## config.mk

```make
export PLATFORM = sky130hd
export DESIGN_NAME = bram_burst_reader
export DESIGN_NICKNAME = d
export VERILOG_FILES = /design/src/rtl/bram_burst_reader.sv
export SDC_FILE = /design/constraint.sdc
export NUM_CORES = 1
export LEC_CHECK = 0
export ABC_AREA = 1
export CORE_MARGIN = 3
export CORE_UTILIZATION = 50
export CTS_BUF_LIST = sky130_fd_sc_hd__clkbuf_16
export DETAILED_ROUTE_END_ITERATION = 12
export GPL_TIMING_DRIVEN = 0
export PLACE_DENSITY = 0.73
export SETUP_SLACK_MARGIN = 0.02
export SLEW_MARGIN = 10
export SYNTH_ARGS = -nofsm -noshare
export SYNTH_HDL_FRONTEND = slang
export SYNTH_SLANG_ARGS = --single-unit
export TNS_END_PERCENT = 50
```

## constraint.sdc

```tcl
create_clock -name clk -period 4.2 [get_ports clk]
set_input_delay 0.84 -clock clk [delete_from_list [all_inputs] [get_ports clk]]
set_output_delay 0.84 -clock clk [all_outputs]
set_load 0.005 [all_outputs]
```

## src/rtl/bram_burst_reader.sv

```systemverilog
// Burst read sequencer for a 1-cycle-latency block RAM port.
// Converts (addr, len) commands into a valid/ready word stream through a small output FIFO.
module bram_burst_reader #(
  parameter int DATA_W     = 32,
  parameter int ADDR_W     = 14,
  parameter int FIFO_DEPTH = 4
) (
  input  logic              clk,
  input  logic              rst,
  input  logic              cmd_valid,
  output logic              cmd_ready,
  input  logic [ADDR_W-1:0] cmd_addr,
  input  logic [ADDR_W:0]   cmd_len,
  output logic [ADDR_W-1:0] mem_addr,
  output logic              mem_we,
  output logic [DATA_W-1:0] mem_din,
  input  logic [DATA_W-1:0] mem_dout,
  output logic              m_valid,
  input  logic              m_ready,
  output logic [DATA_W-1:0] m_data,
  output logic              busy,
  output logic              done
);

  localparam int PW = (FIFO_DEPTH > 1) ? $clog2(FIFO_DEPTH) : 1;
  localparam int CW = PW + 1;
  localparam int LW = ADDR_W + 1;

  typedef enum logic [1:0] {S_IDLE, S_READ, S_DRAIN, S_FIN} state_t;

  state_t            r_state;
  logic [ADDR_W-1:0] r_addr_ptr;
  logic [ADDR_W-1:0] r_mem_addr;
  logic [LW-1:0]     r_rem_issue;
  logic [LW-1:0]     r_rem_out;
  logic              r_inflight;
  logic [DATA_W-1:0] r_fifo [FIFO_DEPTH];
  logic [PW-1:0]     r_wr_ptr;
  logic [PW-1:0]     r_rd_ptr;
  logic [CW-1:0]     r_count;

  logic          w_accept;
  logic          w_issue;
  logic          w_push;
  logic          w_pop;
  logic [CW-1:0] w_occ;
  logic          w_last_issue;
  logic          w_last_pop;

  assign cmd_ready = (r_state == S_IDLE) && !rst;
  assign w_accept  = cmd_valid && cmd_ready;

  // Reserve a FIFO slot for the word still coming out of the RAM so backpressure never overflows.
  assign w_occ   = r_count + CW'(r_inflight);
  assign w_issue = (r_state == S_READ) && (r_rem_issue != '0) && (w_occ < CW'(FIFO_DEPTH));
  assign w_push  = r_inflight;
  assign w_pop   = m_valid && m_ready;

  assign w_last_issue = w_issue && (r_rem_issue == LW'(1));
  assign w_last_pop   = w_pop && (r_rem_out == LW'(1));

  assign mem_addr = w_issue ? r_addr_ptr : r_mem_addr;
  assign mem_we   = 1'b0;
  assign mem_din  = '0;

  assign m_valid = (r_count != '0);
  assign m_data  = m_valid ? r_fifo[r_rd_ptr] : '0;

  assign busy = (r_state != S_IDLE) || w_accept;
  assign done = (r_state == S_FIN);

  always_ff @(posedge clk) begin
    if (w_push) r_fifo[r_wr_ptr] <= mem_dout;
  end

  always_ff @(posedge clk) begin
    if (rst) begin
      r_state     <= S_IDLE;
      r_addr_ptr  <= '0;
      r_mem_addr  <= '0;
      r_rem_issue <= '0;
      r_rem_out   <= '0;
      r_inflight  <= 1'b0;
      r_wr_ptr    <= '0;
      r_rd_ptr    <= '0;
      r_count     <= '0;
    end else begin
      r_inflight <= w_issue;
      if (w_issue) begin
        r_mem_addr  <= r_addr_ptr;
        r_addr_ptr  <= r_addr_ptr + ADDR_W'(1);
        r_rem_issue <= r_rem_issue - LW'(1);
      end
      if (w_push) r_wr_ptr <= r_wr_ptr + PW'(1);
      if (w_pop) begin
        r_rd_ptr  <= r_rd_ptr + PW'(1);
        r_rem_out <= r_rem_out - LW'(1);
      end
      case ({w_push, w_pop})
        2'b10:   r_count <= r_count + CW'(1);
        2'b01:   r_count <= r_count - CW'(1);
        default: ;
      endcase

      case (r_state)
        S_IDLE: begin
          if (w_accept) begin
            r_addr_ptr  <= cmd_addr;
            r_rem_issue <= cmd_len;
            r_rem_out   <= cmd_len;
            r_state     <= (cmd_len == '0) ? S_FIN : S_READ;
          end
        end
        S_READ: begin
          if (w_last_issue) r_state <= w_last_pop ? S_FIN : S_DRAIN;
        end
        S_DRAIN: begin
          if (w_last_pop) r_state <= S_FIN;
        end
        default: r_state <= S_IDLE;
      endcase
    end
  end

endmodule

```

==> summary.md <==
| Metric | Value |
|---|---|
| Fin. Hold Viols | 0 |
| Fin Hold WS | 0.4685 ns |
| Highest-delay cell along the critical path | clkdlybuf4s50_1 |
| Worst-path clk slew | 0.07 ns |
| Most used cell along the critical path | inv_1 |
| Max stage delay on crit path | 0.45 ns |
| CTS max path bufs | 2 |
| Leak pwr | 4.951 nW |
| Layout Cells excl Fill | 1506 |
| RSZ-0062 raised after global routing | no |
| Post-DRT Antenna Nets | 0 |
| Placed Cells | 1474 |
| CP endpoint kind | output port |
| #FFs+latches synth | 198 |
| Synth Instances | 1100 |
| Final slew viol count | 0 |
| Type of the tightest min-delay check | reg2reg |
| PnR worst setup slack | 0.8134 ns |
| Startpoint Class | flop |
| Tot Pwr | 0.007329 W |
| Largest net degree at the start of global routing | 33 |
| H-tree lvl count | 4 |
| Vias per std cell | 5.048 |
| Worst Tran Pin Value | 0.7745 ns |
| Global route overflow | 0 |
| Root Driver | clkbuf_16 |
| Final setup viols | 0 |
| Clock skew | 0.01343 ns |
| I/O Pins | 148 |
| Max Clk Rate | 0.2953 GHz |
| Vias in the first global route | 7076 |
| Hold buffers post-CTS | 0 |
| Commonest non-fill, non-tap cell in the layout | nor2_1 |
| Maximum vdd drop | 0.0003506 V |
| CP cell instances | inv_1 > ha_1 > nand2_1 > nor2_2 > nand2_4 > clkbuf_2 > o21ai_0 > inv_1 > clkdlybuf4s50_1 |
| Hpwl dp | 15.53 mm |
| Crit path kind | reg2out |
| Most frequent cells in the layout | 231 x nor2_1, 164 x nand2_1, 128 x edfxtp_1, 120 x inv_1, 113 x clkdlybuf4s50_1 |
| Clock sink total | 198 |
| Pre-CTS setup slack | 0.9888 ns |
| Starting Density | 51.87% |
| CP required | 3.36 ns |
| Final worst path period share | 80.63% |
| Number of diodes | 0 |
| Core area | 18270 µm² |
| Vias post-DR | 7602 |
| DIE AREA | 20640 µm² |
| Gr usage total | 21.69% |
| PwrDens | 632.1 nW/µm² |
| WL final | 22.05 mm |
| Status | complete, no violations |
| Setup TNS | 0 ns |
| Ys Warns | 0 |
| Gates resized, CTS repair | 0 |
| Min Tclk post-route | 3.387 ns |
| Avg Cell Area, Syn | 8.615 µm² |
| Die span in y | 143.7 µm |
| PortBufs | 113 |
| Pre-antenna DRT Iters | 7 |
| First-pass GRT wire length | 34.98 mm |
| Area Overhead vs Synth | 22.35% |
| # fillers | 1553 |
| Synthesized cell area | 9477 µm² |
| Multi-input logic area | 3428 µm² |
| Critical path arrival | 2.55 ns |
| DIE WIDTH | 143.7 µm |
| Seq/Total Area, Yosys | 55.35% |
| Initial antenna violation count | 1 |
| Iter 0 DRT Violations | 565 |
| Number of cell rows | 49 |
| CP Max Fanout | 10 |
| Routed len/inst | 14.64 µm |
| DRC | 0 |
| Relative slew margins | 48.29% |
| RD Place Congestion | 0.9241 |
| Maxcap violations | 0 |
| TritonCTS clock tree | done |
| Cts bufs inserted | 17 |
| Worst-skew pair later-pin latency | 0.45 ns |
| Yosys cell types | 39 |
| Share of cells above drive strength 1 | 8.301% |
| Postcts setup bufs | 0 |
| Nets | 1346 |
| Storage element area | 5245 µm² |
critical path: cells and delay by family (launching register included):
family                   cells  cell delay, ns
AO/OA/AOI/OAI                1            0.31
adder cells (fa/ha/maj)      1            0.26
AND/OR/NAND/NOR              3            0.35
flip-flops                   1            0.33
buffers and inverters        4            0.86
worst paths after layout:
| check | slack, ns | start | cells past startpoint | endpoint |
|---|---|---|---|---|
| worst min register to register | 0.47 | r_mem_addr[0]$_SDFF_PP0_ | 2 | r_mem_addr[0]$_SDFF_PP0_ |
| worst max-delay path | 0.81 | r_state[1]$_SDFFE_PP0P_ | 9 | mem_addr[1] |
| worst max register to register | 2.00 | r_count[0]$_SDFFE_PP0P_ | 11 | r_count[2]$_SDFFE_PP0P_ |
| worst min-delay path | 0.47 | r_mem_addr[0]$_SDFF_PP0_ | 2 | r_mem_addr[0]$_SDFF_PP0_ |
sequential cells by signal, summed over array words and instances (netlist names), named ones only:
name         cells
r_addr_ptr      14
r_count          3
r_fifo         128
r_inflight       1
r_mem_addr      14
r_rd_ptr         2
r_rem_issue     15
r_rem_out       15
r_state          2
r_wr_ptr         2
logic make-up after synthesis:
kind of cell,share of synthesized area [%]
buffers and inverters,9.744
adder cells (fa/ha/maj),2.324
AO/OA/AOI/OAI,9.783
flip-flops,55.35
XOR/XNOR,1.664
other,0.03957
AND/OR/NAND/NOR,21.10
layer usage:
layer | part of all wire [%] | GRT usage, %
met1 | 44 | 29.05
met2 | 47 | 35.84
met3 | 6.5 | 4.126
met4 | 2.1 | 7.037
met5 | 0.045 | 0
metrics by stage:
| step | cell area [µm²] | util, % |
|---|---|---|
| after floorplan | 9597 | - |
| after global placement | 11010 | 60.29 |
| after detailed placement | 11010 | 60.29 |
| after CTS | 11590 | 63.46 |
| after global routing | 11590 | 63.46 |
| final | 11590 | 63.46 |
cell usage after synthesis:
master	number	area share, %
a211oi_1	1	0.079
a21boi_0	2	0.16
a21oi_1	61	3.2
a31oi_1	5	0.33
buf_1	9	0.36
buf_2	9	0.48
buf_4	35	2.8
buf_6	1	0.12
clkbuf_1	23	0.91
clkbuf_2	1	0.053
clkinv_1	2	0.079
conb_1	1	0.040
dfxtp_1	70	15
edfxtp_1	128	41
fa_1	1	0.21
ha_1	16	2.1
inv_1	123	4.9
inv_2	1	0.040
inv_4	1	0.066
nand2_1	164	6.5
nand2_4	1	0.12
nand3_1	50	2.6
nand3_2	1	0.11
nand3b_1	2	0.16
nand4_1	7	0.46
nor2_1	231	9.1
nor2_2	6	0.40
nor2_4	1	0.12
nor3_1	7	0.37
nor3_2	4	0.42
o211ai_1	4	0.32
o21a_1	1	0.079
o21ai_0	97	5.1
o21ai_1	2	0.11
o21ai_2	4	0.37
or2_1	4	0.26
or2_2	6	0.40
xnor2_1	7	0.65
xor2_1	11	1.0
area by class of cell:
| type | count | area share (%) |
|---|---|---|
| Multi-Input combinational cell | 729 | 29.57 |
| Timing Repair Buffer | 113 | 9.755 |
| Clock inverter | 15 | 1.338 |
| Inverter | 127 | 4.133 |
| Clock buffer | 17 | 3.669 |
| Sequential cell | 198 | 45.24 |
| Tap cell | 229 | 2.471 |
| Buffer | 78 | 3.831 |
power breakdown:
group          switching, W  internal [W]  total [W]
sequential         0.000196       0.00236    0.00255
combinational       0.00183       0.00136    0.00319
clock              0.000792      0.000796    0.00159
(Power assumes the default switching activity.)
